## config.mk

```make
export PLATFORM = sky130hd
export DESIGN_NAME = mult_div_sequencer
export DESIGN_NICKNAME = d
export VERILOG_FILES = /design/src/rtl/mult_div_pkg.sv /design/src/rtl/md_step.sv /design/src/rtl/mult_div_sequencer.sv
export SDC_FILE = /design/constraint.sdc
export NUM_CORES = 1
export LEC_CHECK = 0
export ABC_CLOCK_PERIOD_IN_PS = 4200
export CAP_MARGIN = 25
export CORE_MARGIN = 2
export CORE_UTILIZATION = 57
export CTS_CLUSTER_DIAMETER = 200
export CTS_CLUSTER_SIZE = 25
export DETAILED_ROUTE_END_ITERATION = 10
export GPL_TIMING_DRIVEN = 0
export HOLD_SLACK_MARGIN = 0.03
export PLACE_DENSITY_LB_ADDON = 0.1
export RECOVER_POWER = 50
export SYNTH_ARGS = -nofsm -noshare
export SYNTH_HDL_FRONTEND = slang
export SYNTH_SLANG_ARGS = --single-unit
```

## constraint.sdc

```tcl
create_clock -name clk -period 4.2 [get_ports clk]
set_input_delay 0.84 -clock clk [delete_from_list [all_inputs] [get_ports clk]]
set_output_delay 0.84 -clock clk [all_outputs]
set_load 0.01 [all_outputs]
```

## src/rtl/mult_div_pkg.sv

```systemverilog
// Shared definitions for the iterative signed multiply/divide sequencer:
// FSM state encoding, width defaults and MDCtrl operation encodings.
package mult_div_pkg;

  localparam int DATA_W_DEF = 32;
  localparam int ITERS_DEF  = 32;

  localparam logic MD_MULT = 1'b0;
  localparam logic MD_DIV  = 1'b1;

  typedef enum logic [1:0] {
    IDLE = 2'd0,
    RUN  = 2'd1,
    FIN  = 2'd2,
    Z0   = 2'd3
  } state_t;

endpackage

```

## src/rtl/md_step.sv

```systemverilog
// One radix-2 iteration on unsigned magnitudes: shift-add for multiply,
// restoring shift-subtract for divide. Purely combinational.
module md_step
  import mult_div_pkg::*;
#(
  parameter int DATA_W = DATA_W_DEF
) (
  input  logic              i_md,
  input  logic [DATA_W-1:0] i_upper,
  input  logic [DATA_W-1:0] i_lower,
  input  logic [DATA_W-1:0] i_operand,
  output logic [DATA_W-1:0] o_upper,
  output logic [DATA_W-1:0] o_lower
);

  logic [DATA_W:0]   w_sum;
  logic [DATA_W:0]   w_shl;
  logic [DATA_W-1:0] w_diff;

  always_comb begin
    w_sum   = {1'b0, i_upper} + (i_lower[0] ? {1'b0, i_operand} : '0);
    w_shl   = {i_upper, i_lower[DATA_W-1]};
    // Only taken when w_shl >= operand, so the result is below the divisor
    // and the truncated subtraction is exact.
    w_diff  = w_shl[DATA_W-1:0] - i_operand;
    o_upper = w_sum[DATA_W:1];
    o_lower = {w_sum[0], i_lower[DATA_W-1:1]};
    if (i_md == MD_DIV) begin
      if (w_shl >= {1'b0, i_operand}) begin
        o_upper = w_diff;
        o_lower = {i_lower[DATA_W-2:0], 1'b1};
      end else begin
        o_upper = w_shl[DATA_W-1:0];
        o_lower = {i_lower[DATA_W-2:0], 1'b0};
      end
    end
  end

endmodule

```

## src/rtl/mult_div_sequencer.sv

```systemverilog
// Iterative signed multiply/divide unit: sign-magnitude conversion on entry,
// ITERS radix-2 steps through md_step, sign correction into HI/LO at FIN.
module mult_div_sequencer
  import mult_div_pkg::*;
#(
  parameter int DATA_W = DATA_W_DEF,
  parameter int ITERS  = ITERS_DEF
) (
  input  logic              clk,
  input  logic              reset,
  input  logic              start,
  input  logic              MDCtrl,
  input  logic [DATA_W-1:0] srcA,
  input  logic [DATA_W-1:0] srcB,
  output logic              busy,
  output logic              done,
  output logic              div0,
  output logic              HILOWrite,
  output logic [DATA_W-1:0] hi,
  output logic [DATA_W-1:0] lo
);

  localparam int CNT_W = $clog2(ITERS);
  localparam logic [CNT_W-1:0] LAST_CNT = CNT_W'(ITERS - 1);

  state_t r_state;
  state_t w_next;

  logic [CNT_W-1:0]    r_cnt;
  logic                r_md;
  logic                r_neg_q;
  logic                r_neg_r;
  logic [DATA_W-1:0]   r_upper;
  logic [DATA_W-1:0]   r_lower;
  logic [DATA_W-1:0]   r_operand;
  logic [DATA_W-1:0]   r_hi;
  logic [DATA_W-1:0]   r_lo;
  logic                r_done;
  logic                r_div0;
  logic                r_hw;

  logic                w_load;
  logic                w_zero;
  logic                w_fin;
  logic [DATA_W-1:0]   w_step_upper;
  logic [DATA_W-1:0]   w_step_lower;
  logic [2*DATA_W-1:0] w_prod;

  function automatic logic [DATA_W-1:0] f_abs(input logic [DATA_W-1:0] v);
    return v[DATA_W-1] ? -v : v;
  endfunction

  function automatic logic [DATA_W-1:0] f_cneg(input logic neg, input logic [DATA_W-1:0] v);
    return neg ? -v : v;
  endfunction

  md_step #(
    .DATA_W (DATA_W)
  ) u_step (
    .i_md      (r_md),
    .i_upper   (r_upper),
    .i_lower   (r_lower),
    .i_operand (r_operand),
    .o_upper   (w_step_upper),
    .o_lower   (w_step_lower)
  );

  always_comb begin
    w_next = r_state;
    w_load = 1'b0;
    w_zero = 1'b0;
    w_fin  = 1'b0;
    case (r_state)
      IDLE: begin
        if (start) begin
          if ((MDCtrl == MD_DIV) && (srcB == '0)) begin
            w_zero = 1'b1;
            w_next = Z0;
          end else begin
            w_load = 1'b1;
            w_next = RUN;
          end
        end
      end
      RUN: begin
        if (r_cnt == LAST_CNT) begin
          w_next = FIN;
        end
      end
      FIN: begin
        w_fin  = 1'b1;
        w_next = IDLE;
      end
      Z0:      w_next = IDLE;
      default: w_next = IDLE;
    endcase
  end

  always_ff @(posedge clk or negedge reset) begin
    if (!reset) begin
      r_state <= IDLE;
      r_cnt   <= '0;
      r_done  <= 1'b0;
      r_div0  <= 1'b0;
      r_hw    <= 1'b0;
      r_hi    <= '0;
      r_lo    <= '0;
    end else begin
      r_state <= w_next;
      r_done  <= w_fin | w_zero;
      r_div0  <= w_zero;
      r_hw    <= w_fin;
      if (w_load) begin
        r_cnt <= '0;
      end else if (r_state == RUN) begin
        r_cnt <= r_cnt + CNT_W'(1);
      end
      if (w_fin) begin
        if (r_md == MD_MULT) begin
          {r_hi, r_lo} <= r_neg_q ? -w_prod : w_prod;
        end else begin
          r_lo <= f_cneg(r_neg_q, r_lower);
          r_hi <= f_cneg(r_neg_r, r_upper);
        end
      end
    end
  end

  // Working datapath: reloaded on every accepted start, so it needs no reset.
  always_ff @(posedge clk) begin
    if (w_load) begin
      r_md    <= MDCtrl;
      r_neg_q <= srcA[DATA_W-1] ^ srcB[DATA_W-1];
      r_neg_r <= srcA[DATA_W-1];
      r_upper <= '0;
      if (MDCtrl == MD_MULT) begin
        r_operand <= f_abs(srcA);
        r_lower   <= f_abs(srcB);
      end else begin
        r_operand <= f_abs(srcB);
        r_lower   <= f_abs(srcA);
      end
    end else if (r_state == RUN) begin
      r_upper <= w_step_upper;
      r_lower <= w_step_lower;
    end
  end

  assign w_prod    = {r_upper, r_lower};
  assign busy      = (r_state == RUN) || (r_state == FIN);
  assign done      = r_done;
  assign div0      = r_div0;
  assign HILOWrite = r_hw;
  assign hi        = r_hi;
  assign lo        = r_lo;

endmodule

```

Word level (Yosys, flattened, before mapping)
Cells that the tools add are included.
{"block": "classes", "magnitude_cmp": 1, "mux": 29, "n_div": 0, "n_shift": 0, "addsub": 8, "eq_ne": 6, "n_mul": 0, "bitwise_logic": 2, "n_reduce_logical": 7}
{"cell": "32-bit 2-to-1 mux", "n": 14}
{"cell": "32-bit negation", "n": 4}
{"cell": "64-bit 2-to-1 mux", "n": 1}
{"cell": "64-bit negation", "n": 1}
{"cell": "32-bit by 33-bit adder with 33-bit output", "n": 1}
{"cell": "33-bit by 32-bit greater-or-equal comparator with 1-bit output", "n": 1}
{"cell": "32-bit zero test", "n": 1}
{"cell": "32-bit subtractor", "n": 1}
{"cell": "5-bit 2-to-1 mux", "n": 2}
{"cell": "1-bit 2-to-1 mux", "n": 8}
{"cell": "2-bit 2-to-1 mux", "n": 3}
{"cell": "2-bit one-hot mux with 3 select lines", "n": 1}
{"cell": "5-bit by 1-bit adder with 5-bit output (second input constant)", "n": 1}
{"cell": "5-bit equality test (second input constant)", "n": 1}
{"cell": "2-bit equality test (second input constant)", "n": 2}
{"cell": "2-bit != test (second input constant)", "n": 2}
{"cell": "2-bit by 1-bit equality test with 1-bit output (second input constant)", "n": 1}
{"cell": "2-bit zero test", "n": 1}
{"cell": "2-bit AND reduction", "n": 1}
{"cell": "2-bit nonzero test", "n": 1}
{"cell": "2-bit OR reduction", "n": 1}
{"cell": "1-bit logical AND", "n": 1}
{"cell": "1-bit logical OR", "n": 1}
{"cell": "1-bit OR", "n": 1}
{"cell": "1-bit bitwise XOR", "n": 1}
{"block": "totals", "mem_bits_rw": 0, "input_bits": 68, "word_cells": 66, "out_inout_bits": 68, "latchBits": 0, "rom_bits": 0, "reg_bits": 173, "n_memories": 0}

Logic depth before layout (Yosys ltp)
Gate-level depths: netlist of run 1.
{"block": "logic_depth", "ltp_word": 6, "ltp_mapped": 15, "mapped_depth_nobuf": 13}

Modules after synthesis
Synthesis of run 1 repeated with hierarchy kept, for this count alone.
{"block": "hier_totals", "hier_cells": 1804, "hier_area_um2": 14966.9}
{"mod": "mult_div_sequencer", "cells_each": 1115, "seq_area_each_um2": 4504.3, "n_inst": 1, "area_each_um2": 10256.1}
{"mod": "md_step", "cells_each": 689, "seq_area_each_um2": 0.0, "n_inst": 1, "area_each_um2": 4710.8}

Least setup slack after synthesis of run 1
No wires, ideal clock.
{"block": "synth_path", "path_type": "input -> register", "from": "input port srcB[18]", "to": "register r_lower[25], data pin", "path_slack_ps": 158, "setup_time_ps": 175, "required_time_ps": 4025, "n_path_buf": 2, "cell_stages": 10, "t_arrival_ps": 3867, "path_cell_list": "or4_4 -> nor4_4 -> nand4_1 -> or4_1 -> or4b_4 -> nand3_2 -> inv_2 -> buf_6 -> clkbuf_1 -> o2bb2ai_1"}
{"block": "synth_via", "elab_chain_len": 6, "elab_cells_between_ends": 9, "cone_classes": "1 x add/sub; 6 x mux; 2 x reduce/logical"}
{"item": "start, declared", "line_no": "mult_div_sequencer.sv:14", "rtl": "input logic [DATA_W-1:0] srcB,"}
{"item": "32-bit zero test", "line_no": "mult_div_sequencer.sv:76", "rtl": "if ((MDCtrl == MD_DIV) && (srcB == '0)) begin"}
{"item": "1-bit logical AND", "line_no": "mult_div_sequencer.sv:76"}
{"item": "1-bit 2-to-1 mux", "line_no": "mult_div_sequencer.sv:76"}
{"item": "1-bit 2-to-1 mux", "line_no": "mult_div_sequencer.sv:75", "rtl": "if (start) begin"}
{"item": "1-bit 2-to-1 mux", "line_no": "mult_div_sequencer.sv:73", "rtl": "case (r_state)"}
{"item": "named net w_load", "line_no": "mult_div_sequencer.sv:42", "rtl": "logic w_load;"}
{"item": "32-bit 2-to-1 mux", "line_no": "mult_div_sequencer.sv:131", "rtl": "if (w_load) begin"}
{"item": "end signal, assigned", "line_no": "mult_div_sequencer.sv:138", "rtl": "r_lower <= f_abs(srcB);"}
{"item": "end signal, assigned", "line_no": "mult_div_sequencer.sv:141", "rtl": "r_lower <= f_abs(srcA);"}
{"item": "end signal, assigned", "line_no": "mult_div_sequencer.sv:145", "rtl": "r_lower <= w_step_lower;"}
{"item": "end, declared", "line_no": "mult_div_sequencer.sv:34", "rtl": "logic [DATA_W-1:0] r_lower;"}
The timed path passes the listed nets, and every way through them passes these cells.
A chain may end at the register's enable or synchronous reset.

Final worst setup path of run 1
{"block": "layout_path", "from": "input port srcB[19]", "to": "register r_lower[19], data pin"}
{"block": "layout_via", "elab_chain_len": 6, "elab_cells_between_ends": 9, "cone_classes": "1 x add/sub; 6 x mux; 2 x reduce/logical"}
{"item": "parallel branches: the longest is 5 deep, another holds 32-bit negation"}
{"item": "32-bit 2-to-1 mux *", "line_no": "mult_div_sequencer.sv:131"}
Mark *: on every way between the ends.

==> results of run 1 <==
sequential cells by signal (all words and copies together), names as in the netlist:
register	count
HILOWrite	1
div0	1
done	1
hi	32
lo	32
r_cnt	5
r_lower	32
r_md	1
r_neg_q	1
r_neg_r	1
r_operand	32
r_state	2
r_upper	32
power breakdown:
part | switching, mW | leakage, nW | total (mW) | internal (mW)
clock | 0.874 | 0.309 | 1.71 | 0.840
sequential | 0.918 | 1.75 | 3.54 | 2.62
combinational | 4.62 | 4.98 | 7.85 | 3.23
final cells by class:
class                           count  area (um^2)
Buffer                             92          387
Clock buffer                       17          425
Clock inverter                     15          220
Fill cell                        2080         8060
Inverter                           65          251
Multi-Input combinational cell   1392         9340
Sequential cell                   173         4500
Tap cell                          330          413
Timing Repair Buffer              144         1440
worst reg2reg max path, cell delays in order, from the launching register on:
cell and delay (ns):
edfxtp_1 0.53, clkinvlp_4 0.31, clkbuf_2 0.27, nor2_1 0.18, ha_1 0.24, clkbuf_1 0.19, a21o_1 0.23, a2bb2oi_1 0.27
o31a_1 0.35, o2111ai_1 0.25, a31oi_2 0.30, o41ai_1 0.17, or4_1 0.49, o2111ai_1 0.09, a21oi_1 0.06
cells by family after synthesis:
logic type	count (synthesis)	share of synthesized area, %
and+or+nand+nor	530	17.5
AOI/OAI and AO/OA	494	21.3
xor gates and xnor gates	177	10.8
DFF	173	31.3
buffers and inverters	158	4.25
muxes	116	8.29
adders and majority gates	75	6.62
synthesized netlist by cell type, types with 7 or more instances:
cell,n
a211oi_1,13
nand4_1,14
a31oi_1,18
a21o_1,28
nand3_1,35
nor2b_1,10
clkbuf_1,78
nor3_1,30
o41ai_1,20
nor4_1,17
a31o_2,8
buf_2,9
and3_1,10
xor2_1,118
inv_1,61
o31ai_1,24
or4_1,15
o211ai_1,17
a21oi_1,183
nand2b_1,7
nor2_1,170
o21ai_0,105
or2_2,10
mux2i_1,89
mux2_2,27
dfxtp_1,32
xnor2_1,59
dfrtp_1,74
edfxtp_1,67
ha_1,73
or3_1,10
nand2_1,165
worst max path at each step:
stage | startpoint | to | slack [ns] | cells past startpoint
floorplan | srcB[18] | r_lower[25] | 0.16 | 10
global placement | srcB[18] | r_lower[25] | -1.07 | 11
detailed placement | srcB[18] | r_lower[6] | -0.71 | 12
CTS | srcB[18] | r_lower[20] | 0.001 | 12
global route | r_lower[0] | r_upper[29] | -0.02 | 14
finish | srcB[19] | r_lower[19] | 0.03 | 12
repair_timing:
action	in CTS	in global routing
gates resized for setup	9	19
cloned	0	0
buffers inserted	2	4
pin swaps	1	3
setup endpoints to repair	69	114
per-layer routing:
metal / share of wire [%] / track usage, % / vias to the layer above / wire length (um)
met4: 5.2 / 18.3 / 0 / 2580
li1: - / - / 6631 / -
met2: 46 / 59.5 / 721 / 22500
met5: 0 / 0 / - / 0
met1: 41 / 49.4 / 6774 / 20500
met3: 7.8 / 5.61 / 138 / 3860
through the flow:
stage / hold slack [ns] / setup TNS [ns] / cell area (um^2) / worst slack (ns)
after CTS: 0.207 / 0 / 16900 / 0.00142
after detailed placement: 0.497 / -60.82 / 16200 / -0.708
after floorplan: 0.491 / 0 / 14400 / 0.158
final: 0.320 / 0 / 17000 / 0.0345
after global placement: 0.489 / -106.52 / 16200 / -1.07
after global routing: 0.367 / -0.0420 / 17000 / -0.0154
==> metrics.md, run 1 <==
| Metric | Value |
|---|---|
| Status | finished with violations |
| Failing checks | max-capacitance violations, max-slew violations |
| Worst-path maximum fanout | 10 |
| DR WL/cell | 22.2 um |
| EDFF count, synth | 67 |
| Final Cycle Share | 99.2% |
| RSZ-0062 raised after global routing | true |
| Starting density of the core | roughly 58% |
| GRT Total Usage | ~37% |
| Synth top area cells | edfxtp_1, dfrtp_1, xor2_1, a21oi_1, ha_1 |
| Reg-to-reg critical path endpoint | r_upper[29] |
| Slew at the pin closest to its max-slew limit | 1.63 ns |
| Die ar. | 0.0266 mm^2 |
| CP Class | input port to flip-flop |
| Mapped Cells | 1723 |
| #FFs+latches synth | 173 |
| CP delay by family, top | simple AND/OR/NAND/NOR gates |
| Critical path startpoint category | input port |
| Fmax | 240 MHz |
| Worst-path clk slew | 0.09 ns |
| Die Ht | about 160 um |
| Pwr dens | 772 mW/mm^2 |
| Core Region | 0.0250 mm^2 |
| Die X | 163 um |
| Tmin final | about 4.2 ns |
| Global route overflow | 0 |
| Commonest cells after routing, fill and taps aside | a21oi_1, nor2_1, nand2_1 |
| Non-filler cells, final | 2228 |
| Drt via density | 6.40 |
| Register-to-Register Path Depth | 14 |
| Post-synthesis sequential area ratio | 31.3% |
| Inst Count DP | 2191 |
| Synthesized area | 0.0144 mm^2 |
| CP Capture Type | flip-flop |
| WP data required | 4.39 ns |
| Asr flop ratio synth | around 43% |
| CP max stage delay | 0.58 ns |
| Nets | 2028 |
| Crit-path most repeated cell | or4_4 |
| CTS tree | yes |
| Vias in the first global route | 13416 |
| Initial DRT Pass Iterations | 6 |
| Most common cell after layout, fill and taps aside | a21oi_1 |
| Post-Syn Area per Cell | 8.36 um^2 |
| Vias post-DR | 14264 |
| CTS sink count | 173 |
| CP cell instances | clkdlybuf4s50_1 -> or4_4 -> nor4_4 -> nand4_1 -> or4_4 -> or4b_4 -> nand3_2 -> inv_2 -> buf_6 -> buf_2 -> nand2_1 -> o21ai_0 |
| Critical-path cell with the highest stage delay | or4_4 |
| Number of distinct library cells after synthesis | between 80 and 90 |
| I/O pin count | 136 |
| Clk_lat worst skew | 0.45 ns |
| Pleak | roughly 7 nW |
| Arr. time, crit path | 4.36 ns |
| Fin. max-slew vios | between 60 and 70 |
| Starting DRT DRC Count | 1565 |
| Primary FF master, synth | dfrtp_1 |
| Drt drc | 0 |
| H-tree depth | 4 |
| Max-Cap Viols | 1 |
| DP Wirelength | between 30000 and 40000 um |
| First-pass GRT wire length | 75700 um |
| Antenna diode count | 0 |
| Worst min path class | input port to async pin |
| IO Port Bufs | 135 |
| Reg2Reg Setup Slack | 0.14 ns |
| Hold Fails Final Rpt | 0 |
| Share of cells above drive strength 1 | 7.06% |
| Maximum VDD drop | 0.433 mV |
| Global placement routability congestion | 1.01 |
| Synth Net Count | 1866 |
| Clock buffer count from CTS | 17 |
| Clock skew | around 0.022 ns |
| Hold-fix buffers at CTS | 0 |
| Yosys Warn Count | 0 |
| Synth top area share | 14.0% |
| Fin util | between 60% and 70% |
| Initial antenna violation count | 0 |
| Clk root buf | clkbuf_16 |
| Rel. slew slack | -8.61% |
| DRT antenna net count | 0 |
| Setup violations, final | 0 |
| Largest net degree at the start of global routing | 66 |
| Area grow syn2layout | 17.8% |
| Routed WL | 49500 um |
| CP Buf/Inv Count | 4 |
| Tot Pwr | 13.1 mW |
| Post-synth top area cell | edfxtp_1 |
| Floorplan row count | 58 |
| R2R Path Start | r_lower[0] |
| Clock buffer depth | 2 |
No activity file was read; power rests on OpenSTA's default activity.
==> run 2: changes to the inputs <==
--- a/config.mk
+++ b/config.mk
@@ -7,6 +7,7 @@
 export LEC_CHECK = 0
 export ABC_CLOCK_PERIOD_IN_PS = 4200
 export CAP_MARGIN = 25
+export CORE_ASPECT_RATIO = 1.1
 export CORE_MARGIN = 2
 export CORE_UTILIZATION = 57
 export CTS_CLUSTER_DIAMETER = 200
==> metrics.md, run 2 (same netlist as run 1, synthesis figures left out) <==
| Metric | Value |
|---|---|
| Clk root buf | clkbuf_16 |
| CTS tree | yes |
| Area grow syn2layout | 17.7% |
| IO Port Bufs | 135 (unchanged) |
| Global placement routability congestion | 0.996 (-1.2%) |
| Clock buffer depth | 2 (unchanged) |
| CP Capture Type | flip-flop |
| Final instance area | 0.0170 mm^2 (-0.12%) |
| Fmax | 240 MHz (-0.23%) |
| Vias post-DR | 14271 (+0.049%) |
| Die X | 156 um (-4.5%) |
| GRT Total Usage | 36.9% (-0.33 points) |
| DP Wirelength | 38000 um (-2.5%) |
| Clock skew | 0.0150 ns (-0.00702 ns) |
| Critical path startpoint category | input port |
| Maximum VDD drop | 0.448 mV (+3.5%) |
| Area of the multi-input gates | 0.00937 mm^2 (+0.33%) |
| Vias in the first global route | 13641 (+1.7%) |
| DR WL/cell | 22.0 um (-0.86%) |
| Final Cycle Share | 99.4% (+0.23 points) |
| Floorplan row count | 61 (+5.2%) |
| Most common cell after layout, fill and taps aside | a21oi_1 |
| Initial antenna violation count | 0 (unchanged) |
| Worst-path maximum fanout | 10 (unchanged) |
| Placed instance area | 0.0162 mm^2 (about the same) |
| Starting DRT DRC Count | 1585 (+1.3%) |
| Fin. max-slew vios | 66 (unchanged) |
| CP cell instances | clkdlybuf4s50_1 -> or4_4 -> nor4_4 -> nand4_1 -> or4_1 -> or4b_4 -> nand3_2 -> inv_2 -> buf_6 -> clkbuf_2 -> nand2_1 -> o21ai_0 |
| Largest net degree at the start of global routing | 66 (unchanged) |
| Clock buffer count from CTS | 17 (unchanged) |
| DRT antenna net count | 0 (unchanged) |
| Status | finished with violations |
| Initial DRT Pass Iterations | 5 (-1) |
| Non-filler cells, final | 2215 (-0.58%) |
| CP delay by family, top | simple AND/OR/NAND/NOR gates |
| CTS sink count | 173 (unchanged) |
| Nets | 2030 (+0.099%) |
| Core Region | 0.0250 mm^2 (about the same) |
| Fill cells | 2107 (+1.3%) |
| Starting density of the core | 57.6% (about the same) |
| Routed WL | 48800 um (-1.4%) |
| Pleak | 7.00 nW (-0.56%) |
| Drt drc | 0 (unchanged) |
| Clk_lat worst skew | 0.44 ns (about the same) |
| Fin util | 67.8% (-0.073 points) |
| I/O pin count | 136 (unchanged) |
| Die ar. | 0.0266 mm^2 (about the same) |
| Arr. time, crit path | 4.35 ns (about the same) |
| Commonest cells after routing, fill and taps aside | a21oi_1, nor2_1, nand2_1 |
| CP max stage delay | 0.60 ns (+0.02 ns) |
| CP Buf/Inv Count | 4 (unchanged) |
| CP Class | input port to flip-flop |
| Pwr dens | 762 mW/mm^2 (-1.3%) |
| Critical-path cell with the highest stage delay | or4_4 |
| Slew at the pin closest to its max-slew limit | 1.62 ns (-0.0133 ns) |
| Antenna diode count | 0 (unchanged) |
| Failing checks | max-capacitance violations, max-slew violations |
| Setup violations, final | 0 (unchanged) |
| Worst min path class | input port to async pin |
| Worst-path clk slew | 0.07 ns (-0.02 ns) |
| TNS Setup | 0 ns (unchanged) |
| Hold Fails Final Rpt | 0 (unchanged) |
| First-pass GRT wire length | 75200 um (-0.64%) |
| Max-Cap Viols | 1 (unchanged) |
| WP data required | 4.37 ns (-0.02 ns) |
| Hold-fix buffers at CTS | 0 (unchanged) |
| Tot Pwr | 12.9 mW (-1.4%) |
| Register area | 0.00450 mm^2 (unchanged) |
| Drt via density | 6.44 (+0.64%) |
| Share of cells above drive strength 1 | 7.32% (+0.26 points) |
| Tmin final | 4.18 ns (+0.00960 ns) |
| Rel. slew slack | -7.72% (+0.89 points) |
| Die Ht | 171 um (+4.8%) |
| Inst Count DP | 2176 (-0.68%) |
| H-tree depth | 4 (unchanged) |
| Global route overflow | 0 (unchanged) |
==> run 2: changes by cell type in the layout (fill, tap and decap cells not counted), moves of 3 or more <==
| cell | change |
|---|---|
| dlygate4sd3_1 | +63 |
| clkdlybuf4s50_1 | -62 |
| clkinv_8 | -6 |
| inv_8 | +5 |
| inv_12 | -4 |
| clkinvlp_4 | +3 |
==> run 2: power breakdown <==
group | leakage [nW] | total [mW] | internal [mW] | switching (mW)
sequential | 1.75 | 3.52 | 2.63 | 0.898
combinational | 4.96 | 7.73 | 3.13 | 4.60
clock | 0.285 | 1.66 | 0.903 | 0.762
total | 7.00 | 12.9 | 6.66 | 6.26
==> run 2: final timing paths <==
kind	startpoint	to	slack (ns)	cells after the start
worst max-delay path	srcB[18]	r_lower[20]	0.02	12
worst min-delay path	reset	hi[21]	0.33	1
worst max register to register	r_lower[0]	r_upper[12]	0.08	13
worst min register to register	hi[20]	hi[20]	0.50	1
max in group asynchronous	reset	lo[19]	1.93	2
min in group clk	hi[20]	hi[20]	0.50	1
==> run 2: area by class of cell <==
| type | count | area share, % |
|---|---|---|
| tap | 315 | 2.32 |
| buffer | 92 | 2.23 |
| clock inverter | 14 | 1.02 |
| timing repair buffer | 146 | 8.59 |
| clock buffer | 18 | 2.53 |
| multi-input combinational | 1392 | 55.3 |
| sequential | 173 | 26.6 |
| inverter | 65 | 1.48 |
==> run 2: repair_timing <==
action | 4_1_cts | 5_1_grt
setup endpoints to repair | 57 | 74
buffers inserted | 3 | 5
gates resized for setup | 10 | 15
pin swaps | 1 | 3
==> run 2: metal layers <==
metal / GRT usage, % / part of all wire (%) / up-vias
met4: 20.4 / 6.0 / 0
met3: 5.24 / 7.7 / 148
met1: 46.5 / 40 / 6761
met5: 0 / 0 / -
li1: - / - / 6633
met2: 61.0 / 46 / 729
==> run 2: per-stage QoR <==
| stage | hold WS (ns) | worst slack [ns] |
|---|---|---|
| floorplan | 0.491 | 0.158 |
| global placement | 0.489 | -1.08 |
| detailed placement | 0.496 | -0.909 |
| CTS | 0.213 | 0.00657 |
| global route | 0.365 | -0.0289 |
| finish | 0.330 | 0.0249 |
==> run 2: worst reg2reg max path, cell delays in order, from the launching register on <==
cell	delay, ns
edfxtp_1	0.53
clkinvlp_4	0.36
buf_2	0.31
nor2_1	0.22
ha_1	0.28
a211oi_1	0.34
o211ai_1	0.23
a41oi_2	0.42
a21oi_1	0.13
nor2b_1	0.29
xnor2_1	0.29
nor2_1	0.12
a2111oi_2	0.40
a31o_1	0.14
